**config.mk**
```make
export PLATFORM = sky130hd
export DESIGN_NAME = muldiv_unit_flat
export DESIGN_NICKNAME = d
export VERILOG_FILES = /design/src/rtl/muldiv_unit_if.sv /design/src/rtl/muldiv_unit.sv /design/src/flat_wrapper.sv
export SDC_FILE = /design/constraint.sdc
export NUM_CORES = 1
export LEC_CHECK = 0
export CORE_MARGIN = 2
export CORE_UTILIZATION = 43
export CTS_CLUSTER_DIAMETER = 80
export DETAILED_ROUTE_END_ITERATION = 8
export PLACE_DENSITY = 0.67
export SLEW_MARGIN = 20
export SYNTH_ARGS = -nofsm -noshare
export SYNTH_HDL_FRONTEND = slang
export SYNTH_SLANG_ARGS = --single-unit
```
**constraint.sdc**
```tcl
create_clock -name clk -period 13.5 [get_ports clk]
set_input_delay 2.7 -clock clk [delete_from_list [all_inputs] [get_ports clk]]
set_output_delay 2.7 -clock clk [all_outputs]
set_load 0.005 [all_outputs]
```
**src/rtl/muldiv_unit_if.sv**
```systemverilog
`default_nettype none
// ============================================================================
// muldiv_unit_if : request/response bundle between ID/EX and the mul/div unit
// Rev 1.0 - initial release
// ============================================================================
interface muldiv_unit_if #(
  parameter int WIDTH    = 32,
  parameter int OP_WIDTH = 3
);
  logic                start;
  logic                kill;
  logic [OP_WIDTH-1:0] op;
  logic [WIDTH-1:0]    a;
  logic [WIDTH-1:0]    b;
  logic                busy;
  logic                done;
  logic [WIDTH-1:0]    result;

  modport master (
    output start, kill, op, a, b,
    input  busy, done, result
  );

  modport slave (
    input  start, kill, op, a, b,
    output busy, done, result
  );
endinterface
`default_nettype wire

```
**src/rtl/muldiv_unit.sv**
```systemverilog
`default_nettype none
// ============================================================================
// muldiv_unit : iterative radix-2 RV32M multiply/divide with sign fix-up
// Rev 1.0 - initial release
// ============================================================================
module muldiv_unit #(
  parameter int WIDTH    = 32,
  parameter int OP_WIDTH = 3
) (
  input  logic         clk,
  input  logic         rst,
  muldiv_unit_if.slave bus
);

  localparam int CW = $clog2(WIDTH);

  localparam logic [OP_WIDTH-1:0] c_OP_MUL    = OP_WIDTH'(0);
  localparam logic [OP_WIDTH-1:0] c_OP_MULH   = OP_WIDTH'(1);
  localparam logic [OP_WIDTH-1:0] c_OP_MULHSU = OP_WIDTH'(2);
  localparam logic [OP_WIDTH-1:0] c_OP_MULHU  = OP_WIDTH'(3);
  localparam logic [OP_WIDTH-1:0] c_OP_DIV    = OP_WIDTH'(4);
  localparam logic [OP_WIDTH-1:0] c_OP_DIVU   = OP_WIDTH'(5);
  localparam logic [OP_WIDTH-1:0] c_OP_REM    = OP_WIDTH'(6);
  localparam logic [OP_WIDTH-1:0] c_OP_REMU   = OP_WIDTH'(7);

  localparam logic [1:0] c_IDLE = 2'd0;
  localparam logic [1:0] c_CALC = 2'd1;
  localparam logic [1:0] c_FIX  = 2'd2;
  localparam logic [1:0] c_DONE = 2'd3;

  localparam logic [WIDTH-1:0] c_MIN = {1'b1, {(WIDTH-1){1'b0}}};

  logic [1:0]          r_state;
  logic [1:0]          w_state_nxt;
  logic [CW-1:0]       r_cnt;
  logic [OP_WIDTH-1:0] r_op;
  logic [2*WIDTH-1:0]  r_acc;
  logic [WIDTH-1:0]    r_opnd;
  logic                r_neg_q;
  logic                r_neg_r;
  logic                r_early;
  logic [WIDTH-1:0]    r_early_val;
  logic                r_done;
  logic [WIDTH-1:0]    r_result;

  // ---------------- operand decode at acceptance ----------------
  logic             w_accept;
  logic             w_is_div;
  logic             w_sgn_a;
  logic             w_sgn_b;
  logic [WIDTH-1:0] w_mag_a;
  logic [WIDTH-1:0] w_mag_b;
  logic             w_b_zero;
  logic             w_ovf;
  logic             w_early;
  logic [WIDTH-1:0] w_early_val;

  assign w_accept = ((r_state == c_IDLE) || (r_state == c_DONE)) && bus.start && !bus.kill;

  assign w_is_div = (bus.op == c_OP_DIV) || (bus.op == c_OP_DIVU) ||
                    (bus.op == c_OP_REM) || (bus.op == c_OP_REMU);

  assign w_sgn_a = ((bus.op == c_OP_MULH) || (bus.op == c_OP_MULHSU) ||
                    (bus.op == c_OP_DIV)  || (bus.op == c_OP_REM)) && bus.a[WIDTH-1];
  assign w_sgn_b = ((bus.op == c_OP_MULH) || (bus.op == c_OP_DIV) ||
                    (bus.op == c_OP_REM)) && bus.b[WIDTH-1];

  assign w_mag_a = w_sgn_a ? (-bus.a) : bus.a;
  assign w_mag_b = w_sgn_b ? (-bus.b) : bus.b;

  assign w_b_zero = (bus.b == '0);
  assign w_ovf    = ((bus.op == c_OP_DIV) || (bus.op == c_OP_REM)) &&
                    (bus.a == c_MIN) && (bus.b == '1);
  assign w_early  = w_is_div && (w_b_zero || w_ovf);

  // Divide-by-zero takes priority over the signed overflow corner
  always_comb begin
    w_early_val = '0;
    if (w_b_zero) begin
      if ((bus.op == c_OP_DIV) || (bus.op == c_OP_DIVU))
        w_early_val = '1;
      else
        w_early_val = bus.a;
    end else if (bus.op == c_OP_DIV) begin
      w_early_val = bus.a;
    end
  end

  // ---------------- iteration datapath ----------------
  logic               w_r_is_div;
  logic [WIDTH:0]     w_mul_sum;
  logic [2*WIDTH-1:0] w_mul_next;
  logic [WIDTH:0]     w_div_trial;
  logic [2*WIDTH-1:0] w_div_next;

  assign w_r_is_div = (r_op == c_OP_DIV) || (r_op == c_OP_DIVU) ||
                      (r_op == c_OP_REM) || (r_op == c_OP_REMU);

  // Multiply: acc = {partial product, remaining multiplier bits}, shifted right
  assign w_mul_sum  = {1'b0, r_acc[2*WIDTH-1:WIDTH]} + (r_acc[0] ? {1'b0, r_opnd} : '0);
  assign w_mul_next = {w_mul_sum, r_acc[WIDTH-1:1]};

  // Divide: acc = {remainder, dividend/quotient}, shifted left one bit per step
  assign w_div_trial = r_acc[2*WIDTH-1:WIDTH-1] - {1'b0, r_opnd};
  assign w_div_next  = w_div_trial[WIDTH] ? {r_acc[2*WIDTH-2:0], 1'b0}
                                          : {w_div_trial[WIDTH-1:0], r_acc[WIDTH-2:0], 1'b1};

  // ---------------- sign fix-up ----------------
  logic [2*WIDTH-1:0] w_prod;
  logic [WIDTH-1:0]   w_quo;
  logic [WIDTH-1:0]   w_rem;
  logic [WIDTH-1:0]   w_fix_val;

  assign w_prod = r_neg_q ? (-r_acc) : r_acc;
  assign w_quo  = r_neg_q ? (-r_acc[WIDTH-1:0]) : r_acc[WIDTH-1:0];
  assign w_rem  = r_neg_r ? (-r_acc[2*WIDTH-1:WIDTH]) : r_acc[2*WIDTH-1:WIDTH];

  always_comb begin
    w_fix_val = w_rem;
    if (r_early) begin
      w_fix_val = r_early_val;
    end else begin
      case (r_op)
        c_OP_MUL:                          w_fix_val = w_prod[WIDTH-1:0];
        c_OP_MULH, c_OP_MULHSU, c_OP_MULHU: w_fix_val = w_prod[2*WIDTH-1:WIDTH];
        c_OP_DIV, c_OP_DIVU:               w_fix_val = w_quo;
        default:                           w_fix_val = w_rem;
      endcase
    end
  end

  // ---------------- FSM: state register ----------------
  always_ff @(posedge clk or posedge rst) begin
    if (rst)
      r_state <= c_IDLE;
    else
      r_state <= w_state_nxt;
  end

  // ---------------- FSM: next state ----------------
  always_comb begin
    w_state_nxt = r_state;
    case (r_state)
      c_IDLE: begin
        if (w_accept)
          w_state_nxt = w_early ? c_FIX : c_CALC;
      end
      c_CALC: begin
        if (bus.kill)
          w_state_nxt = c_IDLE;
        else if (r_cnt == '0)
          w_state_nxt = c_FIX;
      end
      c_FIX: begin
        w_state_nxt = bus.kill ? c_IDLE : c_DONE;
      end
      c_DONE: begin
        if (w_accept)
          w_state_nxt = w_early ? c_FIX : c_CALC;
        else
          w_state_nxt = c_IDLE;
      end
      default: w_state_nxt = c_IDLE;
    endcase
  end

  // ---------------- FSM: outputs ----------------
  always_comb begin
    bus.busy = (r_state == c_CALC) || (r_state == c_FIX);
  end

  assign bus.done   = r_done;
  assign bus.result = r_result;

  // ---------------- datapath registers ----------------
  always_ff @(posedge clk or posedge rst) begin
    if (rst) begin
      r_cnt       <= '0;
      r_op        <= '0;
      r_acc       <= '0;
      r_opnd      <= '0;
      r_neg_q     <= 1'b0;
      r_neg_r     <= 1'b0;
      r_early     <= 1'b0;
      r_early_val <= '0;
      r_done      <= 1'b0;
      r_result    <= '0;
    end else begin
      r_done <= (r_state == c_FIX) && !bus.kill;

      if (w_accept) begin
        r_op        <= bus.op;
        r_neg_q     <= w_sgn_a ^ w_sgn_b;
        r_neg_r     <= w_sgn_a;
        r_early     <= w_early;
        r_early_val <= w_early_val;
        r_cnt       <= CW'(WIDTH-1);
        if (w_is_div) begin
          r_acc  <= {{WIDTH{1'b0}}, w_mag_a};
          r_opnd <= w_mag_b;
        end else begin
          r_acc  <= {{WIDTH{1'b0}}, w_mag_b};
          r_opnd <= w_mag_a;
        end
      end else if (r_state == c_CALC) begin
        r_cnt <= r_cnt - CW'(1);
        r_acc <= w_r_is_div ? w_div_next : w_mul_next;
      end

      // A kill landing on the FIX edge discards the result
      if ((r_state == c_FIX) && !bus.kill)
        r_result <= w_fix_val;
    end
  end

endmodule
`default_nettype wire

```
**src/flat_wrapper.sv**
```systemverilog
// flat-port wrapper written by rule: the top's interface ports become plain ports
module muldiv_unit_flat 
#(
  parameter int WIDTH    = 32,
  parameter int OP_WIDTH = 3
)
  (clk, rst, bus_start, bus_kill, bus_op, bus_a, bus_b, bus_busy, bus_done, bus_result);
  muldiv_unit_if #(.WIDTH(WIDTH), .OP_WIDTH(OP_WIDTH)) bus_i ();
  input  logic clk;
  input  logic rst;
  input wire logic [$bits(bus_i.start)-1:0] bus_start;
  input wire logic [$bits(bus_i.kill)-1:0] bus_kill;
  input wire logic [$bits(bus_i.op)-1:0] bus_op;
  input wire logic [$bits(bus_i.a)-1:0] bus_a;
  input wire logic [$bits(bus_i.b)-1:0] bus_b;
  output wire logic [$bits(bus_i.busy)-1:0] bus_busy;
  output wire logic [$bits(bus_i.done)-1:0] bus_done;
  output wire logic [$bits(bus_i.result)-1:0] bus_result;
  assign bus_i.start = bus_start;
  assign bus_i.kill = bus_kill;
  assign bus_i.op = bus_op;
  assign bus_i.a = bus_a;
  assign bus_i.b = bus_b;
  assign bus_busy = bus_i.busy;
  assign bus_done = bus_i.done;
  assign bus_result = bus_i.result;
  muldiv_unit #(.WIDTH(WIDTH), .OP_WIDTH(OP_WIDTH)) u_core (.clk(clk), .rst(rst), .bus(bus_i));
endmodule
```
==> metrics.md, run 1 <==
| Metric | Value |
|---|---|
| Unrepaired setup endpoints after global routing | `no` |
| # port buffers | `104` |
| Die height | `197 um` |
| Leakage | `7.26 nW` |
| Row cnt | `70` |
| Max Freq | `0.170 GHz` |
| Clk_lat worst skew | `450 ps` |
| Critical Path End Type | `flop` |
| Starting Density | `43.8%` |
| Chip width | `197 um` |
| Final setup violation count | `0` |
| GRT Total Usage | `28.5%` |
| Post-route ant nets | `0` |
| Worst VDD drop | `0.175 mV` |
| DR iter-0 viols | `1485` |
| Data required, critical path | `13860 ps` |
| Psw | `2.37 mW` |
| CTS Buf Count | `17` |
| Via/cell ratio | `6.12` |
| Post-Route WL | `54.7 mm` |
| Post-Synthesis Cells | `2109` |
| ANT cells | `0` |
| Hold Fails Final Rpt | `0` |
| Syn Nets | `2258` |
| Core Box Area | `0.0367 mm^2` |
| Post-CTS Setup Inserts | `0` |
| Layout Skew | `14.1 ps` |
| Worst Slack Setup Final | `7620 ps` |
| Most frequent cells in the layout | `o21ai_0 (244), nand2_1 (233), a21oi_1 (211)` |
| Die Area | `0.0389 mm^2` |
| Post-synth ARST share | `100%` |
| CTS root buf | `clkbuf_16` |
| Antenna violations before repair | `0` |
| Layout cells sized above 1 | `4.32%` |
| Max Cap Viol | `0` |
| TritonCTS sink count | `174` |
| DR DRC count | `0` |
| Tmin final | `5880 ps` |
| Mapped cell area | `0.0161 mm^2` |
| Final net count | `2244` |
| Cts hold-fix bufs | `0` |
| Gate power share | `65.4%` |
| Gr ovfl total | `0` |
| GPL Wtd Cong | `1.00` |
| Most common cell after layout, fill and taps aside | `o21ai_0` |
| Synth warnings | `0` |
| Pins Over Slew Limit | `0` |
| HP Class | `flop to flop` |
| Vias | `15800` |
| Seq cells post-synth | `174` |
| Sw frac | `51.2%` |
| Worst Setup Start Kind | `input pin` |
| Clock power frac | `10.6%` |
| Critical path arrival | `6250 ps` |
| Most used flip-flop cell after synthesis | `dfrtp_1` |
| Syn_area_per_cell | `7.61 um^2` |
| Vias in the first global route | `14600` |
| Post-Place Setup Slack | `7210 ps` |
| Area grow syn2layout | `10.9%` |
| WHS | `480 ps` |
| DP HPWL | `41.1 mm` |
| Global-route wire length before repair | `85.4 mm` |
| CTS H-tree lvls | `4` |
| Status | `finished clean` |
| Period Utilization, post-route | `43.6%` |
| Worst-Margin Slew | `1110 ps` |
| Synth cell types | `72` |
| Post-synth EDFFs | `0` |
| Power per cell area | `259 mW/mm^2` |
| Register share of total power | `23.9%` |
| Worst-path fanout max | `29` |
| Router iterations before antenna repair | `6` |
| Setup TNS | `0 ps` |
| Path type of the worst setup path | `input pin to flop` |
| Sequential share of the synthesized area | `27.1%` |
| Per-cell routed wire length | `21.2 um` |
| Post-CTS Resized | `0` |
| IO Pins | `105` |
| Largest net degree at the start of global routing | `112` |
| CTS tree | `yes` |
| Clk buf depth | `2` |
| Cell Int Power | `2.25 mW` |
| Worst-path clk slew | `70 ps` |
| Max_slew headroom | `25.8%` |
## cell usage after synthesis (10+ instances only)
cell | n | area, um^2
xnor2_1 | 97 | 850
inv_1 | 75 | 282
o221ai_1 | 18 | 158
o211ai_1 | 57 | 428
nand4_1 | 15 | 93.8
o21a_1 | 14 | 105
a21o_1 | 36 | 270
o22ai_1 | 11 | 68.8
and2_1 | 10 | 62.6
o21bai_1 | 10 | 75.1
nor4_1 | 14 | 87.6
a22oi_1 | 12 | 90.1
nand2_1 | 233 | 875
dfrtp_1 | 174 | 4350
a31oi_1 | 11 | 68.8
or2_2 | 10 | 62.6
o41ai_1 | 16 | 140
ha_1 | 76 | 951
clkbuf_1 | 124 | 465
nor3_1 | 50 | 250
mux2i_1 | 56 | 561
or3_1 | 25 | 156
a211oi_1 | 19 | 143
a21oi_1 | 211 | 1060
nand3_1 | 25 | 125
o21ai_0 | 244 | 1220
o21ai_1 | 21 | 105
o31ai_1 | 20 | 150
buf_2 | 11 | 55.1
xor2_1 | 99 | 867
nor2b_1 | 11 | 68.8
or4_1 | 10 | 75.1
nand2b_1 | 49 | 307
nor2_1 | 140 | 526
buf_1 | 16 | 60.1
## metal layers
metal,part of all wire (%),track usage [%],vias to the layer above
li1,-,-,7526
met1,45,40.7,7459
met2,43,42.1,654
met3,7.5,4.29,114
met4,4.7,13.1,0
met5,0,0,-
## power groups by stage
stage	registers, mW	logic [mW]	clock network [mW]
after CTS	1.09	2.98	0.498
final	1.11	3.02	0.492
after detailed placement	1.10	2.96	0
after global placement	1.09	2.93	0
after global routing	1.13	3.34	0.518
after floorplan	0.910	2.30	0
## flip-flops by register name (all words and copies together), names as in the netlist, 2 cells and up
signal              cells
u_core.r_early_val     32
u_core.r_acc           64
u_core.r_cnt            5
u_core.r_op             3
u_core.bus.result      32
u_core.r_opnd          32
u_core.r_state          2
## logic make-up after synthesis
family          synth area share (%)
compound gates                  28.4
xor+xnor                        10.7
fa+ha+maj                       6.17
buf+inv                         5.63
flops                           27.1
mux                             3.70
simple gates                    18.3
## critical path, cell delays in order
cell and delay (ps):
clkdlybuf4s50_1 470, nor3_1 270, nand2b_1 150, nor4_1 280, nand3b_1 190, nor2_1 240
nand2_1 170, or4_1 1010, o21ai_0 440, a21oi_1 160, o21ai_0 150
## area by class of cell
| type | instances | area [um^2] |
|---|---|---|
| flip-flops and latches | 174 | 4360 |
| multi-input cells | 1703 | 10800 |
| inverters | 77 | 294 |
| repair buffers | 122 | 1170 |
| fillers | 3572 | 18900 |
| clock buffers | 19 | 443 |
| clock inverters | 13 | 123 |
| well taps | 468 | 586 |
## per-stage QoR
stage	utilization, %	cell area, um^2	total power [mW]	cells
after floorplan	-	16100	3.21	2109
after global placement	47.0	17200	4.02	2544
after detailed placement	47.0	17200	4.06	2544
after CTS	48.5	17800	4.57	2576
after global routing	48.5	17800	4.99	2576
final	48.5	17800	4.62	2576
## worst paths after layout
path                                                   start                                end  slack, ps  depth (start not counted)
max                                                bus_b[11]  u_core.r_early_val[1]$_DFFE_PP0P_       7620                         11
min                        u_core.bus.result[12]$_DFFE_PP0P_  u_core.bus.result[12]$_DFFE_PP0P_        480                          2
max reg2reg                      u_core.r_acc[0]$_DFFE_PP0P_       u_core.r_acc[60]$_DFFE_PP0P_       8290                         14
min reg2reg                u_core.bus.result[12]$_DFFE_PP0P_  u_core.bus.result[12]$_DFFE_PP0P_        480                          2
max in group asynchronous                                rst         u_core.r_neg_q$_DFFE_PP0P_       8790                          4
min in group asynchronous                                rst        u_core.r_cnt[3]$_DFFE_PP0P_       2730                          2
Power figures use the tool's default switching activity.
==> run 2: changes to the inputs <==
==> constraint.sdc (replaced) <==
create_clock -name clk -period 5.5 [get_ports clk]
set_input_delay 1.1 -clock clk [delete_from_list [all_inputs] [get_ports clk]]
set_output_delay 1.1 -clock clk [all_outputs]
set_load 0.005 [all_outputs]
==> run 2 against run 1 <==
First-iteration DRC count increased by 29%. Cell area grew 1.4%. Power grew to 2.5 times the previous value. Die area stayed put. Sequential power grew 140%. Critical endpoint is now u_core.r_acc[41]$_DFFE_PP0P_.
==> metrics.md, run 2 (synthesis results as in run 1) <==
| Metric | Value |
|---|---|
| Worst VDD drop | `0.249 mV` |
| Via/cell ratio | `6.19` |
| Pins Over Slew Limit | `0` |
| Antenna violations before repair | `0` |
| R2r startpoint | `u_core.r_acc[31]$_DFFE_PP0P_` |
| Die height | `197 um` |
| Worst Setup Start Kind | `flop` |
| HP Class | `flop to flop` |
| CTS Buf Count | `17` |
| Fillcell total | `3618` |
| Max reg flops | `64` |
| Crit path to | `u_core.r_acc[41]$_DFFE_PP0P_` |
| Vias | `16100` |
| Data required, critical path | `5810 ps` |
| DP HPWL | `43.0 mm` |
| Core Box Area | `0.0367 mm^2` |
| CTS root buf | `clkbuf_16` |
| Layout Skew | `11.3 ps` |
| Critical Path End Type | `flop` |
| GRT Total Usage | `29.1%` |
| Period Utilization, post-route | `83.1%` |
| GPL Wtd Cong | `0.948` |
| Most frequent cells in the layout | `o21ai_0 (244), nand2_1 (233), a21oi_1 (211)` |
| Path type of the worst setup path | `flop to flop` |
| Power per cell area | `648 mW/mm^2` |
| Worst-path clk slew | `80 ps` |
| CTS tree | `yes` |
| Per-cell routed wire length | `21.9 um` |
| Reg2reg setup slack | `930 ps` |
| Critical path arrival | `4880 ps` |
| Reg area | `0.00436 mm^2` |
| Post-CTS Setup Inserts | `0` |
| # port buffers | `104` |
| Clk_lat worst skew | `470 ps` |
| Router iterations before antenna repair | `6` |
| Max Cap Viol | `0` |
| CP startpoint | `u_core.r_acc[31]$_DFFE_PP0P_` |
| Hold Fails Final Rpt | `0` |
| DR iter-0 viols | `1913` |
| Starting Density | `43.8%` |
| Area grow syn2layout | `12.5%` |
| Reg2reg end | `u_core.r_acc[41]$_DFFE_PP0P_` |
| Layout cells sized above 1 | `5.40%` |
| Most common cell after layout, fill and taps aside | `o21ai_0` |
| Worst-path fanout max | `15` |
| Cts hold-fix bufs | `0` |
| Row cnt | `70` |
| Chip width | `197 um` |
| Status | `finished clean` |
| Max Freq | `0.219 GHz` |
| Largest net degree at the start of global routing | `175` |
| Vias in the first global route | `14700` |
| CTS H-tree lvls | `4` |
| Largest register by flop count | `u_core.r_acc` |
| Max_slew headroom | `23.2%` |
| Unrepaired setup endpoints after global routing | `no` |
| Worst-Margin Slew | `1150 ps` |
| Multi-input logic area | `0.0108 mm^2` |
| Global-route wire length before repair | `86.8 mm` |
| Setup TNS | `0 ps` |
| Placed Area | `0.0174 mm^2` |
| IO Pins | `105` |
| TritonCTS sink count | `174` |
| Leakage | `7.41 nW` |
| Die Area | `0.0389 mm^2` |
| Final net count | `2267` |
| Post-CTS Resized | `0` |
| Tmin final | `4570 ps` |
| Clk buf depth | `2` |
| Post-Route WL | `56.9 mm` |
| DR DRC count | `0` |
| Final setup violation count | `0` |
| Post-route cell area | `0.0181 mm^2` |
| Post-route ant nets | `0` |
| Gr ovfl total | `0` |
| Worst Reg2Reg Path Length in Cells | `15` |
run 2: cell count changes in the layout (fill, tap and decap cells not counted), sizes merged:
| cell | change |
|---|---|
| bufinv | +1 |
| inv | +1 |
| diode | +1 |
| buf | +23 |
| clkbuf | -2 |
run 2: where the power goes:
group,switching (mW),total (mW),internal (mW)
logic,4.57,7.74,3.17
clock network,0.637,1.29,0.656
registers,0.818,2.66,1.85
total,6.03,11.7,5.67
run 2: worst min path at each step:
stage                                                   end  cells past startpoint  slack [ps]                              start
final                     u_core.bus.result[10]$_DFFE_PP0P_                      2         480  u_core.bus.result[10]$_DFFE_PP0P_
after global placement         u_core.r_opnd[7]$_DFFE_PP0P_                      2         460       u_core.r_opnd[7]$_DFFE_PP0P_
after CTS                      u_core.r_opnd[6]$_DFFE_PP0P_                      2         490       u_core.r_opnd[6]$_DFFE_PP0P_
after global routing           u_core.r_opnd[2]$_DFFE_PP0P_                      2         510       u_core.r_opnd[2]$_DFFE_PP0P_
after floorplan           u_core.r_early_val[7]$_DFFE_PP0P_                      2         440  u_core.r_early_val[7]$_DFFE_PP0P_
after detailed placement       u_core.r_opnd[9]$_DFFE_PP0P_                      2         470       u_core.r_opnd[9]$_DFFE_PP0P_
run 2: layer usage:
layer  vias up  track usage, %  part of all wire [%]
met2       704            45.9                    45
met4         0            7.96                   2.3
li1       7576               -                     -
met1      7734            41.3                    45
met3        92            4.25                   7.4
met5         -               0                     0
run 2: final cells by class:
class,count,area share [%]
Antenna cell,1,0.0139
Inverter,77,1.62
Multi-Input combinational cell,1703,60.0
Tap cell,468,3.24
Clock inverter,15,1.03
Timing Repair Buffer,145,7.63
Clock buffer,17,2.36
Sequential cell,174,24.1
run 2: stage by stage:
step	power (mW)	utilization (%)	worst slack (ps)	hold slack, ps	std cells
2_1_floorplan	7.88	-	1800	442	2109
3_3_place_gp	10.1	47.5	1140	464	2566
3_5_place_dp	10.2	47.5	1010	472	2566
4_1_cts	11.5	49.1	1000	489	2598
5_1_grt	12.5	49.2	665	508	2599
6_report	11.7	49.2	929	482	2600
run 2: critical path: stages (launching register included):
cell       delay, ps
dfrtp_1          380
inv_1            100
ha_1             220
fa_1             410
nor2b_1          180
o31ai_1          120
a211oi_1         300
o21ai_0          200
a31oi_1          340
a2111oi_0        220
o31ai_1          510
xor2_4           510
buf_4            340
mux2_2           360
a21oi_1          150
a21oi_1           80
